<file path="src/rtl/out_dac.sv">
// out_dac: volume scaling through the shared multiplier, followed by
// a first-order delta-sigma modulator driving the 1-bit PDM output pin.
module out_dac #(
  parameter int WAVE_W = 14,
  parameter int VOL_W  = 4,
  parameter int MA_W   = 24,
  parameter int MB_W   = 16,
  parameter int MP_W   = 40
) (
  input  logic              clk_i,
  input  logic              rst_i,
  input  logic              start_i,
  input  logic [WAVE_W-1:0] wave_i,
  input  logic [VOL_W-1:0]  volume_i,
  input  logic              mult_ready_i,
  input  logic [MP_W-1:0]   mult_prod_i,
  output logic [MA_W-1:0]   mult_a_o,
  output logic [MB_W-1:0]   mult_b_o,
  output logic              mult_start_o,
  output logic              ready_o,
  output logic [WAVE_W-1:0] sample_o,
  output logic              pdm_o
);

  // Volume sits just below the sign bit of operand B, so the product is
  // wave*vol*2^(MB_W-1-VOL_W); dropping MB_W-1 bits yields (wave*vol)>>VOL_W.
  localparam int SH  = MB_W - 1;
  localparam int BLO = MB_W - 1 - VOL_W;

  typedef enum logic [1:0] {
    S_IDLE = 2'd0,
    S_REQ  = 2'd1,
    S_WAIT = 2'd2
  } state_t;

  state_t              r_state;
  state_t              w_next;
  logic [WAVE_W-1:0]   r_wave;
  logic [VOL_W-1:0]    r_vol;
  logic [WAVE_W-1:0]   r_sample;
  logic [WAVE_W-1:0]   r_acc;
  logic                r_pdm;
  logic [WAVE_W:0]     w_sum;
  logic                w_accept;
  logic                w_done;
  logic [WAVE_W-1:0]   w_scaled;
  logic                w_unused_prod;

  assign w_accept = (r_state == S_IDLE) && start_i;
  assign w_done   = (r_state == S_WAIT) && mult_ready_i;
  assign w_scaled = mult_prod_i[SH+WAVE_W-1:SH];
  assign w_sum    = {1'b0, r_acc} + {1'b0, r_sample};

  // Product bits outside the scaled window are intentionally discarded.
  assign w_unused_prod = ^{mult_prod_i[MP_W-1:SH+WAVE_W],
                           mult_prod_i[SH-1:0]};

  // State register.
  always_ff @(posedge clk_i) begin
    if (rst_i) r_state <= S_IDLE;
    else       r_state <= w_next;
  end

  // Next-state logic and multiplier-facing outputs.
  always_comb begin
    w_next       = r_state;
    ready_o      = 1'b0;
    mult_start_o = 1'b0;
    mult_a_o     = '0;
    mult_b_o     = '0;
    unique case (r_state)
      S_IDLE: begin
        ready_o = 1'b1;
        if (start_i) w_next = S_REQ;
      end
      S_REQ: begin
        mult_start_o = 1'b1;
        mult_a_o     = {{(MA_W-WAVE_W){1'b0}}, r_wave};
        mult_b_o     = {1'b0, r_vol, {BLO{1'b0}}};
        w_next       = S_WAIT;
      end
      S_WAIT: begin
        mult_a_o = {{(MA_W-WAVE_W){1'b0}}, r_wave};
        mult_b_o = {1'b0, r_vol, {BLO{1'b0}}};
        if (mult_ready_i) w_next = S_IDLE;
      end
      default: w_next = S_IDLE;
    endcase
  end

  // Latch the operands when a new sample is accepted.
  always_ff @(posedge clk_i) begin
    if (rst_i) begin
      r_wave <= '0;
      r_vol  <= '0;
    end else if (w_accept) begin
      r_wave <= wave_i;
      r_vol  <= volume_i;
    end
  end

  // Capture the scaled sample when the multiply completes.
  always_ff @(posedge clk_i) begin
    if (rst_i)       r_sample <= '0;
    else if (w_done) r_sample <= w_scaled;
  end

  // Delta-sigma accumulator: the carry out becomes the PDM bit.
  always_ff @(posedge clk_i) begin
    if (rst_i) begin
      r_acc <= '0;
      r_pdm <= 1'b0;
    end else begin
      r_acc <= w_sum[WAVE_W-1:0];
      r_pdm <= w_sum[WAVE_W];
    end
  end

  assign sample_o = r_sample;
  assign pdm_o    = r_pdm;

endmodule
</file>
<file path="config.mk">
export PLATFORM = sky130hd
export DESIGN_NAME = out_dac
export DESIGN_NICKNAME = d
export VERILOG_FILES = /design/src/rtl/out_dac.sv
export SDC_FILE = /design/constraint.sdc
export NUM_CORES = 1
export LEC_CHECK = 0
export ABC_AREA = 1
export CAP_MARGIN = 20
export CORE_ASPECT_RATIO = 1.2
export CORE_MARGIN = 2
export CORE_UTILIZATION = 30
export DETAILED_ROUTE_END_ITERATION = 8
export SYNTH_ARGS = -nofsm -noshare
export SYNTH_HDL_FRONTEND = slang
export SYNTH_SLANG_ARGS = --single-unit
</file>
<file path="constraint.sdc">
create_clock -name clk_i -period 1.8 [get_ports clk_i]
set_input_delay 0.36 -clock clk_i [delete_from_list [all_inputs] [get_ports clk_i]]
set_output_delay 0.36 -clock clk_i [all_outputs]
set_load 0.01 [all_outputs]
</file>
# After elaboration in Yosys (flattened, before gate mapping)

Cells that the tools add are included.

Word-level logic and storage cells: 23
Input bits: 62
Output and inout bits: 57
Register bits after elaboration: 49

Muxes and demuxes: 7
Equal/unequal tests: 4
$add $sub $neg: 1
Reduce and logical (&&, ||, !) cells: 5

Operators by type and width:

| kind                                          | number |
|---|---|
| adder 14 x 14 -> 15 bit                       | 1 |
| 2-to-1 mux 15 bit                             | 1 |
| 2-to-1 mux 14 bit                             | 1 |
| one-hot mux 2 bit (3 select lines)            | 1 |
| 2-to-1 mux 2 bit                              | 2 |
| inequality test 2 bit, second input constant  | 2 |
| == test 2 x 1 -> 1 bit, second input constant | 1 |
| == test 2 bit, second input constant          | 1 |
| logical AND 1 bit                             | 2 |
| logical NOT 2 bit                             | 1 |
| 2-to-1 mux 1 bit                              | 2 |
| AND reduction 2 bit                           | 1 |
| OR reduction 2 bit                            | 1 |

# Logic depth before layout (Yosys ltp)

Word-level depth: 3
Depth in mapped cells: 10
Depth with buffers taken out: 10

# Worst setup path after synthesis

Ideal clock, no wire load.

Path kind: register to output
Start: register r_state[0]
End: output mult_a_o[10]
Arrival time: 1,240 ps
Setup slack: 200 ps
Stages on the path, launching flop included: 7
Cell sequence: dfxtp_1 inv_1 ha_1 buf_2 buf_1 nand2_1 inv_1

Longest elaborated chain between the ends: 3

RTL lines:

| what                                                           | RTL line | RTL |
|---|---|---|
| start: declaration                                             | 36       | `state_t r_state;` |
| start signal: assignment                                       | 61       | `else r_state <= w_next;` |
| == test 2 bit / == test 2 x 1 -> 1 bit (equally long branches) | 71       | `unique case (r_state)` |
| OR reduction 2 bit (no line) (*)                               | n/a      |  |
| 2-to-1 mux 14 bit (*)                                          | 71       |  |
| end: declaration                                               | 17       | `output logic [MA_W-1:0] mult_a_o,` |

Mark *: on every way between the ends. The rest lies on a longest branch, timed or not.

# Final worst setup path

Start: register r_state[1]
End: output ready_o

Longest elaborated chain between the ends: 2

RTL lines:

| what              | RTL line | RTL |
|---|---|---|
| logical NOT 2 bit | 71       |  |
| 2-to-1 mux 1 bit  | 71       |  |
| end: declaration  | 20       | `output logic ready_o,` |

No other way between the ends.

==> results.sh <==
export IMPL_outcome="finished, final reports clean"
export IMPL_net_switching_power_mw=0.847
export IMPL_drc=0
export IMPL_synth_flop_cell="sky130_fd_sc_hd__dfxtp_1"
export IMPL_power_frac_seq_pct=44.4
export IMPL_synth_largest_area_cell="sky130_fd_sc_hd__dfxtp_1"
export IMPL_power_density_cell_area_nw_per_um2=789
export IMPL_yosys_top_cells_count="sky130_fd_sc_hd__nor2_1, sky130_fd_sc_hd__nand2_1, sky130_fd_sc_hd__inv_1"
export IMPL_drt_initial_drc_count=68
export IMPL_totalNegativeSetupSlack_ps=0
export IMPL_flow_area_growth_from_synthesis_pct=32.6
export IMPL_port_buffers=70
export IMPL_globalRouteOverflowTotal=0
export IMPL_worst_ir_drop_vdd_mv=0.368
export IMPL_finalClockSkew_ps=6.70
export IMPL_chipHeight_um=108
export IMPL_grt_start_max_net_pins=25
export IMPL_cts_sinks=49
export IMPL_yosysWarningCount=0
export IMPL_hold_removal_path_class="flip-flop to flip-flop"
export IMPL_vias=2563
export IMPL_cts_made_buffers=5
export IMPL_htree_num_levels=2
export IMPL_synthesis_instances=402
export IMPL_yosys_area_share_simple_pct=28.3
export IMPL_worst_r2r_cell_count=8
export IMPL_pwr_share_comb_pct=28.3
export IMPL_final_critical_path_setup_slack_ps=73.1
export IMPL_hold_wc_startpoint="r_vol[0]$_SDFFE_PP0P_"
export IMPL_worst_setup_path_end_kind="output port"
export IMPL_clock_power_share_pct=27.3
export IMPL_worstSetupPathType="flip-flop to output port"
export IMPL_main_combinational_cell_family_by_area_after_synthesis="simple AND/OR/NAND/NOR gates"
export IMPL_total_half_perimeter_wirelength_after_legalization_and_detailed_placement_um=4880
export IMPL_maxCapViolations=0
export IMPL_finalHoldViolCount=0
export IMPL_num_rows=38
export IMPL_wire_per_inst_um=10.7
export IMPL_worst_setup_hold_path_clk_slew_ps=90
export IMPL_post_synth_num_cell_types=26
export IMPL_firstDrtPassIters=4
export IMPL_synth_area_mux_share_pct=0
export IMPL_timing_rr_end="r_acc[8]$_SDFF_PP0_"
export IMPL_netlist_top_cells_area="sky130_fd_sc_hd__dfxtp_1, sky130_fd_sc_hd__nor2_1, sky130_fd_sc_hd__nand2_1, sky130_fd_sc_hd__ha_1, sky130_fd_sc_hd__inv_1"
export IMPL_nets=563
export IMPL_core_area_um2=8940
export IMPL_first_pass_grt_wire_length_um=11300
export IMPL_cts_path_max_buffers=2
export IMPL_cts_hold_fix_buffers=0
export IMPL_die_footprint_um2=9820
export IMPL_cp_start_kind="flip-flop"
export IMPL_insertedDiodeCount=0
export IMPL_holdWs_ps=491
export IMPL_num_io_pins=119
export IMPL_dp_slack_ps=-65.9
export IMPL_reg_to_reg_setup_timing_slack_ps=190
export IMPL_cts_setup_buffers=0
export IMPL_core_occupancy_in_the_finished_layout_pct=40.2
export IMPL_timing_final_max_slew_violations=0
export IMPL_synth_fa_ha_area_share_pct=8.58
export IMPL_setup_violations_final=0
export IMPL_drive_above_1_share_pct=12.2
export IMPL_floorplan_initialDensity_pct=30.3
export IMPL_syn_area_per_cell_um2=6.75
export IMPL_tritoncts="yes"
export IMPL_largest_fanout_on_the_critical_path=3
export IMPL_post_drt_via_cell_ratio=4.25
export IMPL_storage_element_area_um2=983
export IMPL_min_clock_period_post_route_ps=1730
export IMPL_hold_path_depth=2
export IMPL_synthesized_area_fraction_occupied_by_ao_oa_aoi_and_oai_cells_pct=10.7
export IMPL_static_leak_nw=1.88
export IMPL_synthArstFlopShare_pct=0
export IMPL_timing_final_crit_share_pct=95.9
export IMPL_worstPathRequired_ps=1440
export IMPL_finalWirelength_um=6480
export IMPL_fillerInstances=995
export IMPL_power_switching_fraction_pct=29.8
export IMPL_gp_congestion=0.887
export IMPL_yosys_area_share_xor_xnor_pct=0.323
export IMPL_cts_root_buffer="sky130_fd_sc_hd__clkbuf_8"
export IMPL_antenna_violations_before_repair=0
export IMPL_final_total_power_mw=2.84
export IMPL_synth_top_cell_area_share_pct=36.2
export IMPL_arrival_ps=1370
export IMPL_grt_setup_unrepaired="false"
export IMPL_synth_most_common_cell="sky130_fd_sc_hd__nor2_1"
export IMPL_intPower_mw=1.99
export IMPL_track_usage_pct=13.9
export IMPL_ys_seq_area_share_pct=36.2
export IMPL_yosys_register_bits=49
export IMPL_worst_hold_path_endpoint="r_vol[0]$_SDFFE_PP0P_"
export IMPL_die_width_um=90.8
export IMPL_crit_reg_reg_startpoint="sample_o[0]$_SDFFE_PP0P_"
export IMPL_synth_edf_count=0
export IMPL_antenna_left=0
export IMPL_syn_cell_area_um2=2710
export IMPL_clock_insertion_delay_at_the_later_pin_of_the_skew_report_ps=300
export IMPL_max_freq_mhz=579
export IMPL_grt_pass1_vias=2499
export IMPL_multi_input_area_um2=1400
[metal layers]
layer	part of all wire (%)	GRT usage (%)
met5	0	0
met2	47	25.7
met4	0.45	2.60
met1	47	16.5
met3	5.1	3.28
[kinds of logic (layout without fill, tap and decap cells)]
logic type / after synthesis / after routing
compound gates: 57 / 57
buf+inv: 87 / 147
flops: 49 / 49
other cells: 1 / 22
fa+ha+maj: 18 / 18
simple gates: 189 / 189
xor+xnor: 1 / 1
[worst max-delay path by stage]
| stage | start | cells past startpoint | slack (ps) | end |
|---|---|---|---|---|
| 4_1_cts | r_state[0]$_SDFFE_PP0P_ | 6 | 0.6 | mult_a_o[5] |
| 3_5_place_dp | r_state[0]$_SDFFE_PP0P_ | 6 | -70 | mult_a_o[2] |
| 5_1_grt | r_state[0]$_SDFFE_PP0P_ | 6 | 5 | mult_a_o[1] |
| 2_1_floorplan | r_state[0]$_SDFFE_PP0P_ | 6 | 200 | mult_a_o[10] |
| 3_3_place_gp | r_state[0]$_SDFFE_PP0P_ | 6 | -30 | mult_a_o[12] |
| 6_report | r_state[1]$_SDFFE_PP0P_ | 3 | 70 | ready_o |
[critical path, stage by stage, from the launching register on]
cell and delay, ps:
sky130_fd_sc_hd__dfxtp_2 330, sky130_fd_sc_hd__inv_2 70, sky130_fd_sc_hd__ha_4 140, sky130_fd_sc_hd__clkdlybuf4s50_1 530
[state kept, by name (all words and copies together) (netlist names)]
| register | flops |
|---|---|
| r_acc | 14 |
| pdm_o | 1 |
| sample_o | 14 |
| r_wave | 14 |
| r_vol | 4 |
| r_state | 2 |
[repair_timing]
| action | 4_1_cts | 5_1_grt |
|---|---|---|
| pin swaps | 0 | 1 |
| gates cloned | 1 | 0 |
| resized for setup | 68 | 13 |
| endpoints found under the setup margin | 20 | 14 |
[cell usage in the layout, fill, tap and decap left out]
cell type,count
sky130_fd_sc_hd__inv_1,51
sky130_fd_sc_hd__nor2_1,89
sky130_fd_sc_hd__dlygate4sd2_1,1
sky130_fd_sc_hd__nand3_2,4
sky130_fd_sc_hd__nand2_1,80
sky130_fd_sc_hd__clkinv_2,1
sky130_fd_sc_hd__fa_2,1
sky130_fd_sc_hd__a21oi_1,16
sky130_fd_sc_hd__xnor2_1,1
sky130_fd_sc_hd__nand2_4,1
sky130_fd_sc_hd__o22ai_1,1
sky130_fd_sc_hd__o21ai_0,37
sky130_fd_sc_hd__conb_1,22
sky130_fd_sc_hd__nand3_1,9
sky130_fd_sc_hd__buf_16,1
sky130_fd_sc_hd__ha_4,1
sky130_fd_sc_hd__nand2_2,3
sky130_fd_sc_hd__ha_2,1
sky130_fd_sc_hd__dfxtp_2,2
sky130_fd_sc_hd__a21o_1,1
sky130_fd_sc_hd__ha_1,15
sky130_fd_sc_hd__nor2_2,2
sky130_fd_sc_hd__inv_2,4
sky130_fd_sc_hd__buf_4,13
sky130_fd_sc_hd__dfxtp_1,47
sky130_fd_sc_hd__clkbuf_8,5
sky130_fd_sc_hd__buf_2,18
sky130_fd_sc_hd__buf_12,1
sky130_fd_sc_hd__and2_1,1
sky130_fd_sc_hd__o21ai_1,2
sky130_fd_sc_hd__bufinv_16,1
sky130_fd_sc_hd__clkdlybuf4s50_1,51
[power groups by stage]
stage,clock (mW),sequential (mW),combinational (mW)
finish,0.775,1.26,0.804
floorplan,0,1.28,0.463
global route,0.841,1.28,0.909
global placement,0,1.28,0.773
detailed placement,0,1.28,0.785
CTS,0.795,1.26,0.828
[stage by stage]
| stage | instance area, µm² | std cells |
|---|---|---|
| 2_1_floorplan | 2790 | 423 |
| 3_3_place_gp | 3540 | 595 |
| 3_5_place_dp | 3540 | 595 |
| 4_1_cts | 3660 | 603 |
| 5_1_grt | 3600 | 603 |
| 6_report | 3600 | 603 |
[final cells by class]
cell class	count	share of cell area (%)
Inverter	55	5.74
Sequential cell	49	27.3
Timing Repair Buffer	85	21.0
Clock buffer	5	1.91
Tap cell	120	4.17
Multi-Input combinational cell	287	38.9
Clock inverter	2	0.974
Note: power is estimated with default switching activity, not from simulation.
==> patch 1, RTL diff (same settings) <==
Change the parameter `MA_W` from 24 to 20.
--- a/src/rtl/out_dac.sv
+++ b/src/rtl/out_dac.sv
@@ -3,7 +3,7 @@
 module out_dac #(
   parameter int WAVE_W = 14,
   parameter int VOL_W  = 4,
-  parameter int MA_W   = 24,
+  parameter int MA_W   = 20,
   parameter int MB_W   = 16,
   parameter int MP_W   = 40
 ) (
Ports: changed (resized mult_a_o); port bits go from 119 to 115. No check against the original RTL was run, so the function may have changed too.
==> patch 1 against the unedited design <==
Clock skew down 0.00080 ns. Sequential cell count stayed put. Sequential power about the same. Setup slack lost 0.0060 ns. Area after synthesis decreased by 1.1%. Cell count down 1.2%. Hold slack hardly changed. Sequential share of layout area down 0.16 points. Routed wire length is 1.4% higher. Count of clock-buffer cells in the layout is 1 higher. Power is 2.5% higher. Design area is 0.59% higher. Non-clock buffer count decreased by 1.
==> patch 1: results (changes against the unedited design) <==
Global route
The met3 demand-to-capacity share in global routing is 3.992% (+0.72 points). The global-route track usage on met2 is 24.60% (-1.1 points). The maximum number of pins on one net before global-route repair is 31 (+24%). The combined global-route utilization of all metal layers is 14.19% (+0.30 points).

Route
The sum of routed wire length over all layers was 6.566 mm (+1.4%). The wire length on met3 came to 353 microns (+7.0%). The met1 wire length is 3.148 mm (+2.7%). The number of vias per cell after detailed routing is 4.282 (+0.74%).

Pwr
The static power due to leakage is 1.879 nW (-0.16%).

Worst setup path
The peak per-stage delay on the critical path is 0.35 ns (-0.18 ns). The register-to-register setup slack is 0.17 ns (-0.02 ns). The worst-case reg-to-reg path depth is 9 (+1). The worst register-to-register path ends at r_acc[12]$_SDFF_PP0_.

Outcome
The flow ran to the end, and the final reports show no timing, DRC or antenna violations.

Synthesis
The area share of fa/ha/maj cells after synthesis came to 8.675% (+0.096 points). By area the synthesized netlist is led by dfxtp_1, nor2_1, nand2_1. The complex-gate fraction of the synthesized area came to 10.77% (+0.12 points). The register area share after synthesis is 36.57% (+0.40 points).

STA
The maximum clock frequency is 0.5771 GHz (-0.34%).

Cells and area
The net count of the finished layout is 558 (-0.89%). The final design utilization was 41.80% (+1.6 points). The fraction of layout cells with a size suffix above 1 came to 12.53% (+0.31 points). The filler cell count came to 928 (-6.7%).

Hold path
The startpoint identified for the worst hold timing path is r_wave[6]$_SDFFE_PP0P_.

Placement
The placement-stage cell area came to 3523 sq um (-0.39%). The cell total after placement is 587 (-1.3%). The placed wire-length estimate is 4.878 mm (about the same).
-- patch 1: cell types whose count changed after synthesis --
cell / unedited run / this run
buf_4: 23 / 19
-- patch 1: timing repair --
action                     in CTS  in global routing
buffers inserted                0                  0
gates cloned                    1                  0
setup endpoints to repair      20                 11
resized for setup              79                  6
-- patch 1: layout make-up --
class,count,share of cell area [%]
clock buffer,6,2.282
multi-input combinational,283,38.35
clock inverter,2,1.037
inverter,55,5.705
timing repair buffer,84,21.40
tap,117,4.046
sequential,49,27.18
-- patch 1: where the power goes --
| part | leakage, nW | total (mW) | internal, mW | switching, mW |
|---|---|---|---|---|
| registers | 0.402 | 1.26 | 1.20 | 0.0603 |
| logic | 1.42 | 0.812 | 0.396 | 0.416 |
| clock network | 0.0574 | 0.838 | 0.452 | 0.385 |
| total | 1.88 | 2.91 | 2.05 | 0.862 |
-- patch 1: worst reg2reg max path, delay by kind of cell (launching register included) --
kind	cells	cell delay (ns)
adders and majority gates	2	0.57
and+or+nand+nor	7	0.66
DFF	1	0.35
==> patch 2, RTL diff (config.mk and constraints unchanged) <==
Made on the original files. The 3 states of `state_t` get a one-hot encoding in 3 bits.
--- a/src/rtl/out_dac.sv
+++ b/src/rtl/out_dac.sv
@@ -27,10 +27,10 @@
   localparam int SH  = MB_W - 1;
   localparam int BLO = MB_W - 1 - VOL_W;
 
-  typedef enum logic [1:0] {
-    S_IDLE = 2'd0,
-    S_REQ  = 2'd1,
-    S_WAIT = 2'd2
+  typedef enum logic [2:0] {
+    S_IDLE = 3'b001,
+    S_REQ  = 3'b010,
+    S_WAIT = 3'b100
   } state_t;
 
   state_t              r_state;
Check against the original RTL: no difference found for any inputs over 10 cycles, from zero or initial values and one cycle with rst_i high; not proved beyond that.
==> patch 2 against the unedited design <==
Area after synthesis is 1.1% lower. Design area is 1.8% lower. Fmax is 0.55% higher. Non-clock buffer count stayed put. Routed wire length is 8.1% lower. Sequential cell count is 1 higher. Register-to-register slack worse by 0.06 ns. Count of clock-buffer cells in the layout is 1 higher. Critical path depth is 2 higher. Setup slack better by 0.0095 ns.
Power is not compared: it rests on default switching activity, and its combinational part moved more than twofold at a synthesized area within 25%.
==> patch 2: results (changes against the unedited design) <==
Outcome
The flow ran to the end, and the final reports show no timing, DRC or antenna violations.

Floorplan
The number of core rows is 37 (-2.6%).

Route
The wire length on met3 was 452 microns (+37%). The met1 wire length came to 2.484 mm (-19%). The detailed-route via count was 2,486 (-3.0%). The DRC violation total after the first TritonRoute iteration is 51 (-25%). The average routed wire per standard cell is 10.23 microns (-4.7%). The met2 routed wirelength is 2.959 mm (-3.0%). The sum of routed wire length over all layers is 5.954 mm (-8.1%).

Clocking
The post-cts sizing count came to 79 (+16%). The clock buffer count from CTS came to 5 (unchanged). The post-CTS repair timing setup buffer count is 3 (+3).

Synthesis
In the post-synthesis netlist, the biggest area contributors are dfxtp_1, nand2_1, inv_1. The complex-gate fraction of the synthesized area is 16.50% (+5.8 points). The area share of fa/ha/maj cells after synthesis is 7.273% (-1.3 points). The commonest register cell after synthesis is dfxtp_1.

The unique cell type count in the Yosys netlist was 27 (+3.8%). The register area share after synthesis is 37.30% (+1.1 points). The xor/xnor share of the synthesized area was 0.3263% (+0.0035 points). Ranked by instance count, the synthesized netlist is headed by nand2_1, inv_1, dfxtp_1.

STA
The worst hold-check slack is 0.4561 ns (-0.03466 ns). The final setup slack of the worst path is 0.08257 ns (+0.009511 ns). The maximum clock skew at final layout is 0.004417 ns (-0.002281 ns).

Placement
The placement-stage cell area is 3450 sq um (-2.5%). The placed wire-length estimate is 4.434 mm (-9.2%). The final weighted congestion in routability-driven placement is 0.8256 (-6.9%).

The cell total after placement is 569 (-4.4%). The pre-CTS setup slack is -0.2692 ns (-0.2033 ns).

Cells and area
The net count of the finished layout is 541 (-3.9%). The fraction of layout cells with a size suffix above 1 was 12.47% (+0.26 points). The number of antenna diodes was 0 (unchanged).

Global route
The number of antenna violations at the first check in global routing is 0 (unchanged). The number of global-route vias before repair is 2,322 (-7.1%). The maximum number of pins on one net before global-route repair came to 38 (+52%). The met3 demand-to-capacity share in global routing is 4.062% (+0.79 points). The met1 layer usage reported by global route is 13.32% (-3.2 points). The wire length of the first global-routing pass is 10.01 mm (-11%). The combined global-route utilization of all metal layers is 12.49% (-1.4 points). The global-route track usage on met2 is 23.42% (-2.3 points).

Hold path
The path with the worst hold slack has its endpoint at r_wave[10]$_SDFFE_PP0P_. The source of the worst hold timing path is r_wave[10]$_SDFFE_PP0P_.

Worst setup path
In this run the critical register-to-register path is captured at r_acc[12]$_SDFF_PP0_. The worst-case reg-to-reg path depth is 9 (+1). The slowest stage of the critical path is the dfxtp_2 cell. The worst setup path endpoint is mult_b_o[11]. The register-to-register setup slack came to 0.13 ns (-0.06 ns).

The largest fanout on the critical path is 18 (+15). The peak per-stage delay on the critical path is 0.37 ns (-0.16 ns). The first element of the critical path is r_state[2]$_SDFFE_PP0P_.

Pwr
Net switching is 26.08% of the power. The static power due to leakage is 1.643 nW.
==> patch 2: critical path: cells and delay by family, from the launching register on <==
kind	cells	cell delay [ns]
AO/OA/AOI/OAI	1	0.06
buffers and inverters	2	0.29
flip-flops	1	0.37
AND/OR/NAND/NOR	2	0.34
==> patch 2: cell type report <==
type / instances / area [sq um]
tap: 117 / 146.4
clock inverter: 2 / 12.51
clock buffer: 6 / 82.58
fill: 932 / 5126
inverter: 66 / 247.7
sequential: 50 / 1005
timing repair buffer: 85 / 729.5
multi-input combinational: 256 / 1308
==> patch 2: power by group through the flow <==
| stage | Combinational [mW] | Clock (mW) | Sequential (mW) |
|---|---|---|---|
| after floorplan | 0.207 | 0 | 1.20 |
| after global placement | 0.294 | 0 | 1.20 |
| after detailed placement | 0.299 | 0 | 1.20 |
| after CTS | 0.304 | 0.732 | 1.18 |
| after global routing | 0.341 | 0.765 | 1.18 |
| final | 0.304 | 0.699 | 1.18 |
